<file path="src/rtl/uart_rx_ext.sv">
// UART receiver with 2-of-3 mid-bit voting, optional parity, 1-2 stop bits,
// break detection, and a held output frame with a valid/ready handshake and an overrun pulse.
module uart_rx_ext #(
  parameter int CLK_FREQ_HZ = 50_000_000,
  parameter int BAUD        = 115_200,
  parameter int DATA_BITS   = 8,
  parameter int PARITY      = 0,
  parameter int STOP_BITS   = 1
) (
  input  logic                 clk_i,
  input  logic                 rst_ni,
  input  logic                 rx_serial_i,
  output logic                 rx_valid_o,
  input  logic                 rx_ready_i,
  output logic [DATA_BITS-1:0] rx_data_o,
  output logic                 parity_err_o,
  output logic                 frame_err_o,
  output logic                 break_det_o,
  output logic                 overrun_o
);

  localparam int CLKS_PER_BIT = CLK_FREQ_HZ / BAUD;
  localparam int H            = CLKS_PER_BIT / 2;
  localparam int TW           = $clog2(CLKS_PER_BIT);
  localparam int BW           = $clog2(DATA_BITS);

  localparam logic [TW-1:0] T_S0  = TW'(H - 1);
  localparam logic [TW-1:0] T_S1  = TW'(H);
  localparam logic [TW-1:0] T_DEC = TW'(H + 1);
  localparam logic [TW-1:0] T_END = TW'(CLKS_PER_BIT - 1);
  localparam logic [TW-1:0] T_ONE = TW'(1);
  localparam logic [BW-1:0] B_LAST = BW'(DATA_BITS - 1);
  localparam logic [BW-1:0] B_ONE  = BW'(1);

  if (CLKS_PER_BIT < 8) begin : g_bad_baud
    $error("uart_rx_ext: CLKS_PER_BIT must be at least 8");
  end
  if (DATA_BITS < 5 || DATA_BITS > 9) begin : g_bad_data_bits
    $error("uart_rx_ext: DATA_BITS must be in 5..9");
  end
  if (PARITY < 0 || PARITY > 2) begin : g_bad_parity
    $error("uart_rx_ext: PARITY must be 0, 1 or 2");
  end
  if (STOP_BITS < 1 || STOP_BITS > 2) begin : g_bad_stop_bits
    $error("uart_rx_ext: STOP_BITS must be 1 or 2");
  end

  typedef enum logic [2:0] {
    S_IDLE, S_START, S_DATA, S_PARITY, S_STOP, S_DONE, S_WAIT_IDLE
  } state_e;

  state_e                 state_q;
  logic                   sync1_q, rxs_q;
  logic [TW-1:0]          t_q;
  logic [BW-1:0]          bitCnt_q;
  logic                   stopCnt_q;
  logic [1:0]             samp_q;
  logic [DATA_BITS-1:0]   shift_q;
  logic                   parAcc_q, parErr_q, frameErr_q, allZero_q, brk_q;
  logic                   rx_valid_q, parity_err_q, frame_err_q, break_det_q, overrun_q;
  logic [DATA_BITS-1:0]   rx_data_q;
  logic                   majBit;

  // Third vote is the live synchronized sample, so the bit is decided at t=H+1.
  assign majBit = (samp_q[0] & samp_q[1]) | (samp_q[0] & rxs_q) | (samp_q[1] & rxs_q);

  always_ff @(posedge clk_i or negedge rst_ni) begin
    if (!rst_ni) begin
      sync1_q <= 1'b1;
      rxs_q   <= 1'b1;
    end else begin
      sync1_q <= rx_serial_i;
      rxs_q   <= sync1_q;
    end
  end

  always_ff @(posedge clk_i or negedge rst_ni) begin
    if (!rst_ni) begin
      state_q      <= S_IDLE;
      t_q          <= '0;
      bitCnt_q     <= '0;
      stopCnt_q    <= 1'b0;
      samp_q       <= 2'b11;
      shift_q      <= '0;
      parAcc_q     <= 1'b0;
      parErr_q     <= 1'b0;
      frameErr_q   <= 1'b0;
      allZero_q    <= 1'b1;
      brk_q        <= 1'b0;
      rx_valid_q   <= 1'b0;
      rx_data_q    <= '0;
      parity_err_q <= 1'b0;
      frame_err_q  <= 1'b0;
      break_det_q  <= 1'b0;
      overrun_q    <= 1'b0;
    end else begin
      overrun_q <= 1'b0;
      if (rx_valid_q && rx_ready_i) rx_valid_q <= 1'b0;

      if (state_q inside {S_START, S_DATA, S_PARITY, S_STOP}) begin
        t_q <= (t_q == T_END) ? '0 : t_q + T_ONE;
        if (t_q == T_S0) samp_q[0] <= rxs_q;
        if (t_q == T_S1) samp_q[1] <= rxs_q;
      end

      case (state_q)
        S_IDLE: begin
          if (!rxs_q) begin
            state_q    <= S_START;
            t_q        <= '0;
            bitCnt_q   <= '0;
            stopCnt_q  <= 1'b0;
            shift_q    <= '0;
            parAcc_q   <= 1'b0;
            parErr_q   <= 1'b0;
            frameErr_q <= 1'b0;
            allZero_q  <= 1'b1;
            brk_q      <= 1'b0;
          end
        end
        S_START: begin
          if (t_q == T_DEC && majBit) begin
            state_q <= S_IDLE;
            t_q     <= '0;
          end else if (t_q == T_END) begin
            state_q <= S_DATA;
          end
        end
        S_DATA: begin
          if (t_q == T_DEC) begin
            shift_q   <= {majBit, shift_q[DATA_BITS-1:1]};
            parAcc_q  <= parAcc_q ^ majBit;
            allZero_q <= allZero_q & ~majBit;
          end
          if (t_q == T_END) begin
            if (bitCnt_q == B_LAST) state_q <= (PARITY != 0) ? S_PARITY : S_STOP;
            else                    bitCnt_q <= bitCnt_q + B_ONE;
          end
        end
        S_PARITY: begin
          if (t_q == T_DEC) begin
            if (PARITY == 1) parErr_q <= ~(parAcc_q ^ majBit);
            else             parErr_q <= parAcc_q ^ majBit;
            allZero_q <= allZero_q & ~majBit;
          end
          if (t_q == T_END) state_q <= S_STOP;
        end
        S_STOP: begin
          // The last stop bit is not waited out, so a back-to-back start edge is not missed.
          if (t_q == T_DEC) begin
            if (!majBit) frameErr_q <= 1'b1;
            if (!stopCnt_q) brk_q <= allZero_q & ~majBit;
            if (stopCnt_q == 1'(STOP_BITS - 1)) begin
              state_q <= S_DONE;
              t_q     <= '0;
            end
          end else if (t_q == T_END) begin
            stopCnt_q <= 1'b1;
          end
        end
        S_DONE: begin
          if (!rx_valid_q || rx_ready_i) begin
            rx_valid_q   <= 1'b1;
            rx_data_q    <= shift_q;
            parity_err_q <= parErr_q;
            frame_err_q  <= frameErr_q;
            break_det_q  <= brk_q;
          end else begin
            overrun_q <= 1'b1;
          end
          state_q <= frameErr_q ? S_WAIT_IDLE : S_IDLE;
        end
        S_WAIT_IDLE: begin
          if (rxs_q) state_q <= S_IDLE;
        end
        default: state_q <= S_IDLE;
      endcase
    end
  end

  assign rx_valid_o   = rx_valid_q;
  assign rx_data_o    = rx_data_q;
  assign parity_err_o = parity_err_q;
  assign frame_err_o  = frame_err_q;
  assign break_det_o  = break_det_q;
  assign overrun_o    = overrun_q;

endmodule

</file>
<file path="config.mk">
export PLATFORM = sky130hd
export DESIGN_NAME = uart_rx_ext
export DESIGN_NICKNAME = d
export VERILOG_FILES = /design/src/rtl/uart_rx_ext.sv
export SDC_FILE = /design/constraint.sdc
export NUM_CORES = 1
export LEC_CHECK = 0
export ABC_AREA = 1
export ABC_CLOCK_PERIOD_IN_PS = 1500
export BUFFER_PORTS_ARGS = -buffer_cell sky130_fd_sc_hd__buf_2
export CAP_MARGIN = 5
export CORE_ASPECT_RATIO = 0.9
export CORE_UTILIZATION = 53
export DETAILED_ROUTE_END_ITERATION = 12
export GPL_TIMING_DRIVEN = 0
export PLACE_DENSITY = 0.74
export REMOVE_ABC_BUFFERS = 1
export SYNTH_ARGS = -nofsm -noshare
export SYNTH_HDL_FRONTEND = slang
export SYNTH_SLANG_ARGS = --single-unit
</file>
<file path="constraint.sdc">
create_clock -name clk_i -period 1.5 [get_ports clk_i]
set_input_delay 0.375 -clock clk_i [delete_from_list [all_inputs] [get_ports clk_i]]
set_output_delay 0.375 -clock clk_i [all_outputs]
set_load 0.01 [all_outputs]
</file>
* Yosys cells after proc, flatten, opt, wreduce, memory -nomap -nowiden
Cells that the tools add are included.
** Word-level totals
- Memories kept :: 0
- Output and inout bits :: 13
- ROM bits :: 0
- Logic and storage cells :: 124
- Bits in registers :: 46
- Bits in writable memories :: 0
- Bits in latches :: 0
** Operators by class
- Shifts and indexed selects :: 0
- Add/sub/neg operators :: 2
- Multiplexer cells :: 46
- Multipliers :: 0
- Div/mod/pow operators :: 0
- $lt $le $gt $ge :: 0
- Bitwise logic cells :: 8
- Reductions and logical operators :: 22
- Eq/ne operators :: 26
** Operators by type and width (count)
- $mux W9 :: 6
- $mux W3 :: 13
- $eq A9 B8 Y1 const B :: 3
- $pmux W9 S3 :: 1
- $pmux W3 S7 :: 1
- $mux W8 :: 2
- $ne A2 B1 Y1 const B :: 8
- $pmux W8 S2 :: 1
- $reduce_and A4 Y1 :: 4
- $mux W1 :: 15
- $eq A3 B3 Y1 const B :: 4
- $ne A2 B2 Y1 const B :: 6
- $pmux W1 S2 :: 6
- $add A9 B1 Y9 const B :: 1
- $eq A9 B9 Y1 const B :: 1
- $reduce_and A3 Y1 :: 3
- $reduce_and A8 Y1 :: 1
- $reduce_bool A2 Y1 :: 4
- $eq A3 B2 Y1 const B :: 2
- $pmux W3 S2 :: 1
- $reduce_and A2 Y1 :: 3
- $and A1 B1 Y1 :: 4
- $reduce_bool A4 Y1 :: 1
- $add A3 B1 Y3 const B :: 1
- other kinds (10) :: 12

* Depth between registers and ports, before layout
Gate-level depths: netlist of the first run.
- Depth in word-level cells :: 8
- Depth in mapped cells :: 11

* Worst setup path before layout of the first run
OpenSTA, ideal clock, no wires.
- Kind :: reg2reg
- Start :: reg t_q[1]
- End :: reg state_q[2]
- Setup time :: 0.117 ns
- Data arrival time :: 1.321 ns
- Path buffers :: 0
- Slack :: 0.062 ns
- Stages on the path, launching flop included :: 12
- Path through :: dfrtp_1 > inv_1 > ha_1 > inv_1 > nor2_1 > nand3_1 > nand2_1 > nand2_1 > nor2_2 > nand2_1 > nand2_1 > nand2_1
** On the way
- Longest elaborated chain between the ends :: 4
- Elaborated cells between the ends (all ways) :: 10
- Those cells by class :: 6 x eq/ne; 2 x mux; 2 x reduce/logical
** RTL lines
- start, declared :: RTL line 54 : logic [TW-1:0] t_q;
- start signal, assigned :: RTL line 101 : t_q <= (t_q == T_END) ? '0 : t_q + T_ONE;
- $eq A9 B8 Y1 :: RTL line 122, 150
- $logic_and A1 B1 Y1 :: RTL line 122 : if (t_q == T_DEC && majBit) begin
- $ne A3 B1 Y1 (no line) or $mux W3 (tied branches)
- $reduce_and A8 Y1 (no line) or $pmux W3 S7 (tied branches)
- end signal, assigned :: RTL line 136 : if (bitCnt_q == B_LAST) state_q <= (PARITY != 0) ? S_PARITY : S_STOP;
- end signal, assigned :: RTL line 171 : state_q <= frameErr_q ? S_WAIT_IDLE : S_IDLE;
- end, declared :: RTL line 52 : state_e state_q;
Several ways; a longest one is shown, not always the timed one.
A chain may end at the register's enable or synchronous reset.

* Worst setup path after layout of the first run
- Start :: reg t_q[2]
- End :: reg t_q[7]
** On the way
- Longest elaborated chain between the ends :: 6
- Elaborated cells between the ends (all ways) :: 11
- Those cells by class :: 1 x add/sub; 2 x eq/ne; 7 x mux; 1 x reduce/logical
** RTL lines
- $add A9 B1 Y9 or $eq A9 B9 Y1 (tied branches) :: RTL line 101
- $mux W9 :: RTL line 101
- $mux W9 :: RTL line 100 : if (state_q inside {S_START, S_DATA, S_PARITY, S_STOP}) begin
- $mux W9 :: RTL line 153 : if (stopCnt_q == 1'(STOP_BITS - 1)) begin
- $mux W9 :: RTL line 150 : if (t_q == T_DEC) begin
- $pmux W9 S3 * :: RTL line 106 : case (state_q)
Every way passes the cells marked *; elsewhere a longest branch is shown, timed or not.

==> flow_summary.json, run 1 <==
{
  "outcome": "finished, violations left",
  "violations": "negative setup slack",
  "cts_root_buffer": "clkbuf_8",
  "synth-simple-area-share_pct": 28.2,
  "maxCapViolCount": 0,
  "period_needed_ns": 1.55,
  "endpoint_kind": "flop",
  "layout.nets": 318,
  "cts_tree": "yes",
  "die_area_um2": 4610,
  "yosys_warnings": 0,
  "fin_cells": 357,
  "io_pins": 17,
  "grt_usage_pct": 20.5,
  "clk_latency_ns": 0.30,
  "synth_mux_area_share_pct": 1.31,
  "crit_cells": 10,
  "avgSynthCellArea_um2": 8.31,
  "synth_fa_ha_area_share_pct": 3.26,
  "synth_area_leaders": "dfrtp_1 45%, nand2_1 13%, dfstp_2 5.7%",
  "coreArea_um2": 4130,
  "rsz0062_at_grt": "true",
  "crit_buf_inv": 2,
  "cts.sinks": 46,
  "rows": 22,
  "grt_pass1_vias": 1672,
  "gp_congestion": 0.881,
  "fin_skew_ns": 0.00567,
  "slew_viol_final": 0,
  "clk_pin_slew_ns": 0.09,
  "wl_mm": 4.57,
  "post-dp-hpwl_mm": 3.03,
  "hold_violations": 0,
  "fin_hold_ws_ns": 0.163,
  "relSlewSlack_pct": 35.6,
  "htreeDepth": 2,
  "synth_xor_area_share_pct": 1.52,
  "critPathLaunch": "t_q[2]",
  "diodes": 0,
  "period_share_pct": 103,
  "start_util_pct": 55.7,
  "synth_largest_area_cell": "dfrtp_1",
  "wire_per_inst_um": 12.8,
  "syn_inst": 277,
  "hold_class": "in2reg",
  "die_x_um": 71.5,
  "yosysSeqAreaShare_pct": 50.3,
  "via_count": 1833,
  "setup_viol": 12,
  "arrival_ns": 1.75,
  "layout-drive-gt1-share_pct": 28.5,
  "rrSetupSlack_ns": -0.05,
  "synth.most_common_cell": "nand2_1",
  "synth_edf_count": 0,
  "viasPerCell": 5.13,
  "p_per_area_nw_per_um2": 743,
  "reg2reg_from": "t_q[2]",
  "layout_setup_ws_ns": -0.0490,
  "r2r-end": "t_q[7]",
  "final_util_pct": 66.2,
  "worst_ir_drop_vdd_mv": 0.578,
  "async_flop_share_pct": 100,
  "synth_seq_cells": 46,
  "required_ns": 1.70,
  "ys.flop_type": "dfrtp_1",
  "post_synth_num_cell_types": 27,
  "syn_area_um2": 2300,
  "cp_slowest_cell": "dfrtp_1",
  "die_h_um": 64.5,
  "netlist_top_cells_count": "79 x nand2_1, 41 x dfrtp_1, 32 x inv_1, 26 x o21ai_0, 21 x nor2_1",
  "grt_overflow": 0,
  "critPathKind": "reg2reg",
  "dp_cells": 338,
  "r2r_cells": 10,
  "grt_pass1_wl_mm": 7.28,
  "antenna_found_initial": 0,
  "synthToLayoutAreaGrowth_pct": 18.8,
  "synth_compound_gate_area_share_pct": 8.37,
  "synth_top_cell_area_share_pct": 44.6,
  "worstMarginPinSlew_ns": 0.966,
  "crit_fanout": 6,
  "worstHoldStart": "rx_serial_i",
  "drt_first_pass_iters": 4,
  "synth_top_family_by_area": "simple AND/OR/NAND/NOR gates",
  "grt_max_degree": 47,
  "leakage_uw": 0.00133,
  "drc": 0,
  "cpPeakStageDelay_ns": 0.42,
  "crit_chain": "inv_1, nand2_1, nor2_4, nand2_2, nand2_2, nand2_4, inv_4, nand3_4, nand2_4, nor2_1",
  "crit_path_start_kind": "flop",
  "initialDrtViolationCount": 163,
  "fmax_mhz": 646,
  "finalSetupTns_ns": -0.232,
  "cts_buffers": 5,
  "setup.worst_path.end": "t_q[7]",
  "clockBufferDepth": 2,
  "place.port_buffers": 16,
  "cp_top_family": "simple AND/OR/NAND/NOR gates",
  "ant_nets": 0
}
[metrics by stage]
stage | cell area (µm²) | worst slack [ns] | total power (µW)
5_1_grt | 2730 | -0.132 | 2110
4_1_cts | 2570 | -0.0437 | 2060
3_5_place_dp | 2410 | -0.169 | 1300
6_report | 2730 | -0.0490 | 2030
2_1_floorplan | 2270 | 0.0619 | 1270
3_3_place_gp | 2410 | -0.123 | 1300
[final cells by class]
cell class,instances,area [µm²]
repair buffers,27,183
clock inverters,3,21.3
inverters,36,138
multi-input cells,192,1100
fillers,337,1400
well taps,48,60.1
flip-flops and latches,46,1160
clock buffers,5,68.8
[worst min path at each step]
stage	endpoint	slack, ns	cells after the start
2_1_floorplan	bitCnt_q[0]	0.08	0
3_3_place_gp	rxs_q	0.35	0
3_5_place_dp	rxs_q	0.35	0
4_1_cts	sync1_q	0.16	1
5_1_grt	sync1_q	0.15	1
6_report	sync1_q	0.16	1
[placed cells by master (no fill, tap or decap), types with 4 or more instances in the layout]
| cell | synthesis | layout |
|---|---|---|
| inv_1 | 32 | 28 |
| buf_4 | 0 | 8 |
| nand2_4 | 0 | 5 |
| o21ai_0 | 26 | 17 |
| o21ai_1 | 4 | 12 |
| nand2_1 | 79 | 73 |
| buf_2 | 0 | 16 |
| dfrtp_1 | 41 | 39 |
| nand3_1 | 17 | 14 |
| nor2_4 | 1 | 5 |
| clkbuf_8 | 0 | 5 |
| nor2_1 | 21 | 17 |
| inv_2 | 4 | 7 |
| nand2_2 | 10 | 11 |
| ha_1 | 6 | 4 |
| nor2_2 | 7 | 7 |
| dfstp_2 | 5 | 5 |
[worst register-to-register path, delay by kind of cell, from the launching register on]
kind | cells | cell delay (ns)
and+or+nand+nor | 8 | 0.87
DFF | 1 | 0.42
buffers and inverters | 2 | 0.16
[report_power, final]
| group | leakage, µW | total (µW) | internal (µW) | switching (µW) |
|---|---|---|---|---|
| sequential | 0.000607 | 1250 | 1240 | 3.34 |
| clock | 0.0000441 | 756 | 328 | 428 |
| combinational | 0.000679 | 27.1 | 3.17 | 23.9 |
| total | 0.00133 | 2030 | 1580 | 455 |
[cell families (layout without fill, tap and decap cells)]
group / Yosys count / after routing
flip-flops: 46 / 46
AO/OA/AOI/OAI: 37 / 37
AND/OR/NAND/NOR: 143 / 143
XOR/XNOR: 4 / 4
multiplexers: 2 / 2
buffers and inverters: 39 / 71
adder cells (fa/ha/maj): 6 / 6
[state kept, by name, summed over array words and instances (netlist names)]
register and cells:
allZero_q 1, bitCnt_q 3, break_det_o 1, brk_q 1, frameErr_q 1, frame_err_o 1, overrun_o 1, parAcc_q 1
parErr_q 1, parity_err_o 1, rx_data_o 8, rx_valid_o 1, rxs_q 1, samp_q 2, shift_q 8, state_q 3
stopCnt_q 1, sync1_q 1, t_q 9
[per-layer routing]
layer | track usage [%] | vias to the layer above | routed length, µm
met5 | 0 | - | 0
met4 | 7.35 | 0 | 80
met3 | 4.20 | 9 | 147
met2 | 33.5 | 38 | 2170
met1 | 27.4 | 847 | 2170
li1 | - | 939 | -
[timing repair]
item	CTS	global route
endpoints found under the setup margin	24	29
setup buffers	6	5
hold buffers	0	0
pin swaps	3	17
gates resized for setup	7	40
No activity file was read; power rests on OpenSTA's default activity.
==> inputs of run 2 (changes only) <==
--- a/config.mk
+++ b/config.mk
@@ -6,7 +6,6 @@
 export NUM_CORES = 1
 export LEC_CHECK = 0
 export ABC_AREA = 1
-export ABC_CLOCK_PERIOD_IN_PS = 1500
 export BUFFER_PORTS_ARGS = -buffer_cell sky130_fd_sc_hd__buf_2
 export CAP_MARGIN = 5
 export CORE_ASPECT_RATIO = 0.9
@@ -15,6 +14,7 @@
 export GPL_TIMING_DRIVEN = 0
 export PLACE_DENSITY = 0.74
 export REMOVE_ABC_BUFFERS = 1
+export SKIP_CTS_REPAIR_TIMING = 1
 export SYNTH_ARGS = -nofsm -noshare
 export SYNTH_HDL_FRONTEND = slang
 export SYNTH_SLANG_ARGS = --single-unit
==> run 2 against run 1 <==
Compared with the run above:
- utilization is 0.64 points higher
- via count is 0.38% higher
- flip-flop and latch count stayed put
- worst setup slack worse by 0.043 ns
- the run still ends with negative setup slack left
- sequential share of layout area is 0.36 points lower
- clock power is 2% higher
- clock skew is 0.0031 ns higher
==> flow_summary.json, run 2 (synthesized netlist as in run 1, its figures left out) <==
{
  "outcome": "finished, violations left",
  "violations": "negative setup slack",
  "multi_input_area_um2": 1140,
  "p_per_area_nw_per_um2": 742,
  "setup_viol": 12,
  "antenna_found_initial": 0,
  "layout.nets": 317,
  "wire_per_inst_um": 13.0,
  "cts_tree": "yes",
  "period_needed_ns": 1.59,
  "die_area_um2": 4610,
  "initialDrtViolationCount": 126,
  "drc": 0,
  "hold_class": "in2reg",
  "nFillCells": 331,
  "coreArea_um2": 4130,
  "maxCapViolCount": 0,
  "ant_nets": 0,
  "report.power.total_uw": 2050,
  "finalSetupTns_ns": -0.770,
  "layout-drive-gt1-share_pct": 30.5,
  "place_area_um2": 2410,
  "htreeDepth": 2,
  "slew_viol_final": 0,
  "relSlewSlack_pct": 35.4,
  "top_register": "t_q",
  "rsz0062_at_grt": "true",
  "fmax_mhz": 628,
  "drt_first_pass_iters": 5,
  "cts_buffers": 5,
  "endpoint_kind": "flop",
  "grt_use_met2_pct": 32.6,
  "final_util_pct": 66.8,
  "clk_latency_ns": 0.31,
  "viasPerCell": 5.17,
  "place.port_buffers": 16,
  "die_x_um": 71.5,
  "worstHoldStart": "rx_serial_i",
  "final_common_cell": "nand2_1",
  "cts_root_buffer": "clkbuf_8",
  "final_cell_mix": "72 x nand2_1, 38 x dfrtp_1, 26 x inv_1, 18 x nor2_1, 18 x o21ai_0",
  "grt_pass1_wl_mm": 7.24,
  "required_ns": 1.70,
  "grt_usage_pct": 20.4,
  "largest_reg_flops": 9,
  "grt_pass1_vias": 1643,
  "worstMarginPinSlew_ns": 0.970,
  "reg2reg_from": "t_q[1]",
  "crit_fanout": 6,
  "layout_setup_ws_ns": -0.0918,
  "arrival_ns": 1.79,
  "via_count": 1840,
  "cts.sinks": 46,
  "clockBufferDepth": 2,
  "leakage_uw": 0.00134,
  "grt_max_degree": 47,
  "fin_skew_ns": 0.00874,
  "critPathKind": "reg2reg",
  "rows": 22,
  "start_util_pct": 55.7,
  "gp_congestion": 0.881,
  "hold_violations": 0,
  "fin_area_um2": 2760,
  "period_share_pct": 106,
  "synthToLayoutAreaGrowth_pct": 20.0,
  "io_pins": 17,
  "crit_path_start_kind": "flop",
  "regArea_um2": 1160,
  "grt_use_met1_pct": 27.6,
  "worst_ir_drop_vdd_mv": 0.598,
  "wl_mm": 4.62,
  "post-dp-hpwl_mm": 3.03,
  "grtUsageMet3_pct": 4.20,
  "fin_hold_ws_ns": 0.152,
  "die_h_um": 64.5,
  "critPathLaunch": "t_q[1]",
  "grt_overflow": 0,
  "clk_pin_slew_ns": 0.09,
  "diodes": 0,
  "grt-busiest-layer": "met2"
}
[run 2: where the power goes]
part / leakage (µW) / internal [µW] / switching, µW
Combinational: 0.000692 / 3.19 / 23.8
Clock: 0.0000441 / 328 / 446
Sequential: 0.000605 / 1240 / 3.47
Total: 0.00134 / 1580 / 473
[run 2: critical path, cell delays in order (launching register included)]
cell	delay [ns]
dfrtp_1	0.43
buf_6	0.12
ha_4	0.12
nand2_4	0.05
nor2_4	0.17
nand2_4	0.09
nand2_4	0.09
nand2_4	0.07
inv_4	0.07
nand3_4	0.12
nand2_4	0.12
nor2_1	0.04
[run 2: area by class of cell]
class,count,share of cell area [%]
multi-input cells,192,41.3
inverters,36,4.99
flip-flops and latches,46,42.1
well taps,48,2.18
clock inverters,3,0.771
clock buffers,5,2.49
repair buffers,26,6.21
[run 2: stage by stage]
step	worst slack, ns	cells
after CTS	-0.184	346
after global routing	-0.199	356
after global placement	-0.123	338
after floorplan	0.0619	274
after detailed placement	-0.169	338
final	-0.0918	356
[run 2: worst paths after layout]
| check | end | slack (ns) | cells past startpoint |
|---|---|---|---|
| max in group asynchronous | state_q[1] | 0.61 | 1 |
| worst max register to register | t_q[2] | -0.09 | 11 |
| worst min-delay path | sync1_q | 0.15 | 1 |
| worst max-delay path | t_q[2] | -0.09 | 11 |
| worst min register to register | rxs_q | 0.36 | 0 |
| min in group asynchronous | rx_data_o[3] | 0.21 | 1 |
[run 2: layer usage]
metal	part of all wire (%)	wire, µm
met2	49	2260
met4	1.1	50
met5	0	0
met3	3.7	171
met1	46	2140
